[src/rtl/fetch_queue.sv]
`default_nettype none
// ============================================================================
// Module   : fetch_queue
// Purpose  : Instruction fetch unit with a small FIFO between the instruction
//            memory and decode. Each free cycle it fetches the word at
//            fetch_pc, queues {pc, instr} and advances fetch_pc by 4. A
//            redirect flushes the queue and restarts fetching at the target.
// Ports    :
//   clk            - single clock, rising edge
//   reset          - synchronous, active-high reset
//   imem_addr      - byte address presented to instruction memory (= fetch_pc)
//   imem_data      - instruction word for imem_addr, same cycle
//   redirect_valid - branch/jump redirect request (flushes queue)
//   redirect_pc    - redirect target byte address (low two bits ignored)
//   out_valid      - queue head holds an instruction for decode
//   out_ready      - decode accepts the head this cycle
//   out_instr      - instruction word at queue head (0 when not valid)
//   out_pc         - byte address of out_instr (0 when not valid)
//   count          - number of occupied entries
// Revision : 1.0 - initial release
// ============================================================================
module fetch_queue #(
  parameter logic [31:0] RESET_PC = 32'h0000_0000,
  parameter int          DEPTH    = 4
) (
  input  logic                     clk,
  input  logic                     reset,
  output logic [31:0]              imem_addr,
  input  logic [31:0]              imem_data,
  input  logic                     redirect_valid,
  input  logic [31:0]              redirect_pc,
  output logic                     out_valid,
  input  logic                     out_ready,
  output logic [31:0]              out_instr,
  output logic [31:0]              out_pc,
  output logic [$clog2(DEPTH):0]   count
);

  localparam int PTR_W = $clog2(DEPTH);
  localparam int CNT_W = PTR_W + 1;
  localparam logic [CNT_W-1:0] FULL_COUNT = CNT_W'(DEPTH);

  logic [31:0]      fetch_pc;
  logic [PTR_W-1:0] rd_ptr;
  logic [PTR_W-1:0] wr_ptr;
  logic [31:0]      pc_mem    [DEPTH];
  logic [31:0]      instr_mem [DEPTH];

  logic             pop;
  logic             push;

  // The two low target bits are forced to zero when loaded into fetch_pc.
  logic             unused_redirect_lsbs;
  assign unused_redirect_lsbs = &{1'b0, redirect_pc[1:0]};

  assign imem_addr = fetch_pc;

  // A redirect cycle hides the head so decode can never consume a stale
  // instruction in the same cycle the queue is flushed.
  assign out_valid = (count != '0) && !redirect_valid;
  assign pop       = out_valid && out_ready;
  // A full queue may still accept a new entry when the head leaves this cycle.
  assign push      = !redirect_valid && ((count < FULL_COUNT) || pop);

  assign out_instr = out_valid ? instr_mem[rd_ptr] : 32'h0;
  assign out_pc    = out_valid ? pc_mem[rd_ptr]    : 32'h0;

  // Control state: fetch address, pointers and occupancy.
  always_ff @(posedge clk) begin
    if (reset) begin
      fetch_pc <= RESET_PC;
      rd_ptr   <= '0;
      wr_ptr   <= '0;
      count    <= '0;
    end else if (redirect_valid) begin
      fetch_pc <= {redirect_pc[31:2], 2'b00};
      rd_ptr   <= '0;
      wr_ptr   <= '0;
      count    <= '0;
    end else begin
      if (push) begin
        fetch_pc <= fetch_pc + 32'd4;
        wr_ptr   <= wr_ptr + PTR_W'(1);
      end
      if (pop) begin
        rd_ptr <= rd_ptr + PTR_W'(1);
      end
      case ({push, pop})
        2'b10:   count <= count + CNT_W'(1);
        2'b01:   count <= count - CNT_W'(1);
        default: count <= count;
      endcase
    end
  end

  // Entry storage carries no reset; occupancy alone decides what is valid.
  always_ff @(posedge clk) begin
    if (push && !reset) begin
      pc_mem[wr_ptr]    <= fetch_pc;
      instr_mem[wr_ptr] <= imem_data;
    end
  end

endmodule
`default_nettype wire

[config.mk]
export PLATFORM = sky130hd
export DESIGN_NAME = fetch_queue
export DESIGN_NICKNAME = d
export VERILOG_FILES = /design/src/rtl/fetch_queue.sv
export SDC_FILE = /design/constraint.sdc
export NUM_CORES = 1
export LEC_CHECK = 0
export CORE_MARGIN = 2
export CORE_UTILIZATION = 54
export DETAILED_ROUTE_END_ITERATION = 10
export GPL_TIMING_DRIVEN = 0
export PLACE_DENSITY = 0.79
export SYNTH_ARGS = -nofsm -noshare
export SYNTH_HDL_FRONTEND = slang
export SYNTH_SLANG_ARGS = --single-unit
[constraint.sdc]
create_clock -name clk -period 4.5 [get_ports clk]
set_clock_uncertainty 0.1 [all_clocks]
set_input_delay 0.675 -clock clk [delete_from_list [all_inputs] [get_ports clk]]
set_output_delay 0.675 -clock clk [all_outputs]
set_load 0.05 [all_outputs]
==> out/metrics.yaml <==
run_status: "completed"
hold_viol_final: 0
port_buffers: 161
holdCritPathClass: "register to register"
rsz0062_at_grt: "no"
die_h_um: 151.3
max_freq_ghz: 0.2414
synthAdderAreaFrac_pct: 0.8120
cts_hold_buffers: 0
start_util_pct: 55.36
synth.area.top_cells: "edfxtp_1 64%, mux4_2 12%, dfxtp_1 6.7%, and2_1 3.5%, clkbuf_1 0.93%"
finalNetCount: 964
crit_arrival_ns: 3.37
period_share_pct: 92.04
cts.clk_slew.worst_paths_ns: 0.06
synth_top_flop_cell: "edfxtp_1"
vdd_drop_max_mv: 0.3120
track_usage_pct: 22.73
clk_latency_ns: 0.54
yosys.area.top_type: "edfxtp_1"
syn_area_per_cell_sq_um: 16.95
num_rows: 53
fin_tns_setup_ns: 0
die_w_um: 151.3
yosys.area_share.xor_xnor_pct: 1.047
drv_cap: 0
synth_common_cells: "248 x edfxtp_1, 66 x and2_1, 62 x mux4_2"
via_per_inst: 5.923
critPathMaxFanout: 10
antenna_found_initial: 0
slew_viol_final: 0
clock-sinks: 287
syn_to_final_growth_pct: 26.30
synthCells: 691
slew_headroom_pct: 43.67
worst_path_max_delay_cell: "clkdlybuf4s50_1"
dpl.hpwl_mm: 16.44
finalPower_w: 0.005963
h-tree-depth: 1
grt_first_pass_wirelength_mm: 39.13
critPathCaptureType: "primary output"
power_density_nw_per_um2: 403.1
synth-compound-area-share_pct: 4.893
numCtsBuffers: 28
synth_top_cell_area_share_pct: 63.59
grt_pass1_vias: 7012
synthDistinctLibCells: 51
drt_first_pass_iters: 5
grt_max_degree: 59
via_count: 7025
yosysSeqAreaShare_pct: 70.26
clockRootBuffer: "clkbuf_16"
gp_congestion: 0.8837
core_sq_um: 21150
syn-cell-area_sq_um: 11710
cp.required_ns: 3.72
muxShareOfSynthArea_pct: 11.92
max_stage_delay_ns: 0.80
grt_overflow: 0
tightest_slew_ns: 0.8373
start_kind: "input pin"
n_antenna_cell: 0
path_cells: "clkdlybuf4s50_1, clkbuf_1, nor2_2, clkbuf_1, and2_1, clkdlybuf4s50_1"
cts_tree: "yes"
drtAntennaViolNets: 0
wirelength_mm: 25.58
synthSimpleGateAreaFrac_pct: 8.910
die_area_sq_um: 22880
ios: 168
leakage_nw: 4.694
synth_most_common_cell: "edfxtp_1"
crit_family: "buffers and inverters"
layout-drive-gt1-share_pct: 15.04
crit_type: "input pin to primary output"
period_minus_slack_ns: 4.142
worstPathBufferInverterCount: 4
cts_buffer_depth: 3
setup_viol: 0
wl_per_cell_um: 21.57
drtIter0Drc: 610
synth_edf_count: 248
synth_top_family_by_area: "multiplexers"
yosys_warnings: 0
synth-async-reset-ratio_pct: 0
ys_ff_latch: 287
drc_errors: 0
## layer usage
| metal | track usage [%] | vias to the layer above | part of all wire (%) |
|---|---|---|---|
| li1 | - | 3140 | - |
| met1 | 32.09 | 3492 | 41 |
| met4 | 6.355 | 0 | 2.1 |
| met2 | 36.72 | 349 | 48 |
| met5 | 0 | - | 0 |
| met3 | 4.217 | 44 | 9.1 |
## final timing paths
kind,startpoint,to,slack (ns),depth (start not counted)
max reg2reg,count[2]$_SDFFE_PP0P_,count[2]$_SDFFE_PP0P_,1.36,10
min reg2reg,rd_ptr[1]$_SDFFE_PP0P_,register,0.43,2
max,redirect_valid,out_instr[24],0.36,6
min,rd_ptr[1]$_SDFFE_PP0P_,register,0.43,2
## kinds of logic after synthesis
group / count (synthesis)
AND/OR/NAND/NOR: 180
flip-flops: 287
XOR/XNOR: 14
other: 1
adder cells (fa/ha/maj): 7
multiplexers: 62
buffers and inverters: 60
AO/OA/AOI/OAI: 80
## repair_timing
action,CTS,global route
endpoints found under the setup margin,0,47
setup buffers,0,0
gates resized for setup,0,1
## registers in the layout, indices dropped and copies added, names as in the netlist, named ones only
name       flops
instr_mem    128
pc_mem       120
imem_addr     30
count          3
rd_ptr         2
wr_ptr         2
## worst register-to-register path, stage by stage (launching register included)
cell	delay [ns]
dfxtp_1	0.54
clkbuf_1	0.45
clkbuf_1	0.41
nand2_1	0.20
nand2_1	0.12
ha_1	0.20
inv_1	0.06
fa_1	0.37
xor2_1	0.16
or3_1	0.31
a21oi_1	0.14
## where the power goes
| part | switching, W | internal (W) | total, W |
|---|---|---|---|
| sequential | 0.0000673 | 0.00297 | 0.00303 |
| clock | 0.000958 | 0.00150 | 0.00246 |
| combinational | 0.000283 | 0.000189 | 0.000471 |
## metrics by stage
stage | hold slack (ns) | cells | setup WS [ns] | utilization (%) | instance area [sq um]
final | 0.4259 | 1186 | 0.3583 | 69.92 | 14790
after global routing | 0.4549 | 1186 | 0.1953 | 69.92 | 14790
after CTS | 0.4242 | 1186 | 0.07446 | 69.91 | 14790
after detailed placement | 0.4133 | 1134 | 0.06855 | 65.23 | 13800
after global placement | 0.3943 | 1130 | -1.293 | 64.66 | 13680
after floorplan | 0.3763 | 694 | 0.6866 | - | 11720
## placed cells by master (no fill, tap or decap), types with 10 or more instances in the layout
cell type / count
edfxtp_1: 248
clkdlybuf4s50_1: 161
mux4_2: 62
and2_1: 62
dfxtp_1: 39
clkbuf_1: 33
clkbuf_16: 29
nor2_1: 28
inv_1: 17
a21oi_1: 17
nand2_1: 15
a211oi_1: 14
nand3_1: 11
a311oi_1: 11
xnor2_1: 10
nand4_1: 10
## final cells by class
class	instances	area, sq um
repair buffers	165	1722
fillers	1388	6362
inverters	18	67.56
flip-flops and latches	287	8228
multi-input cells	347	3258
well taps	275	344.1
clock inverters	17	222.7
clock buffers	35	768.2
plain buffers	42	181.4
Note: power is estimated with default switching activity, not from simulation.
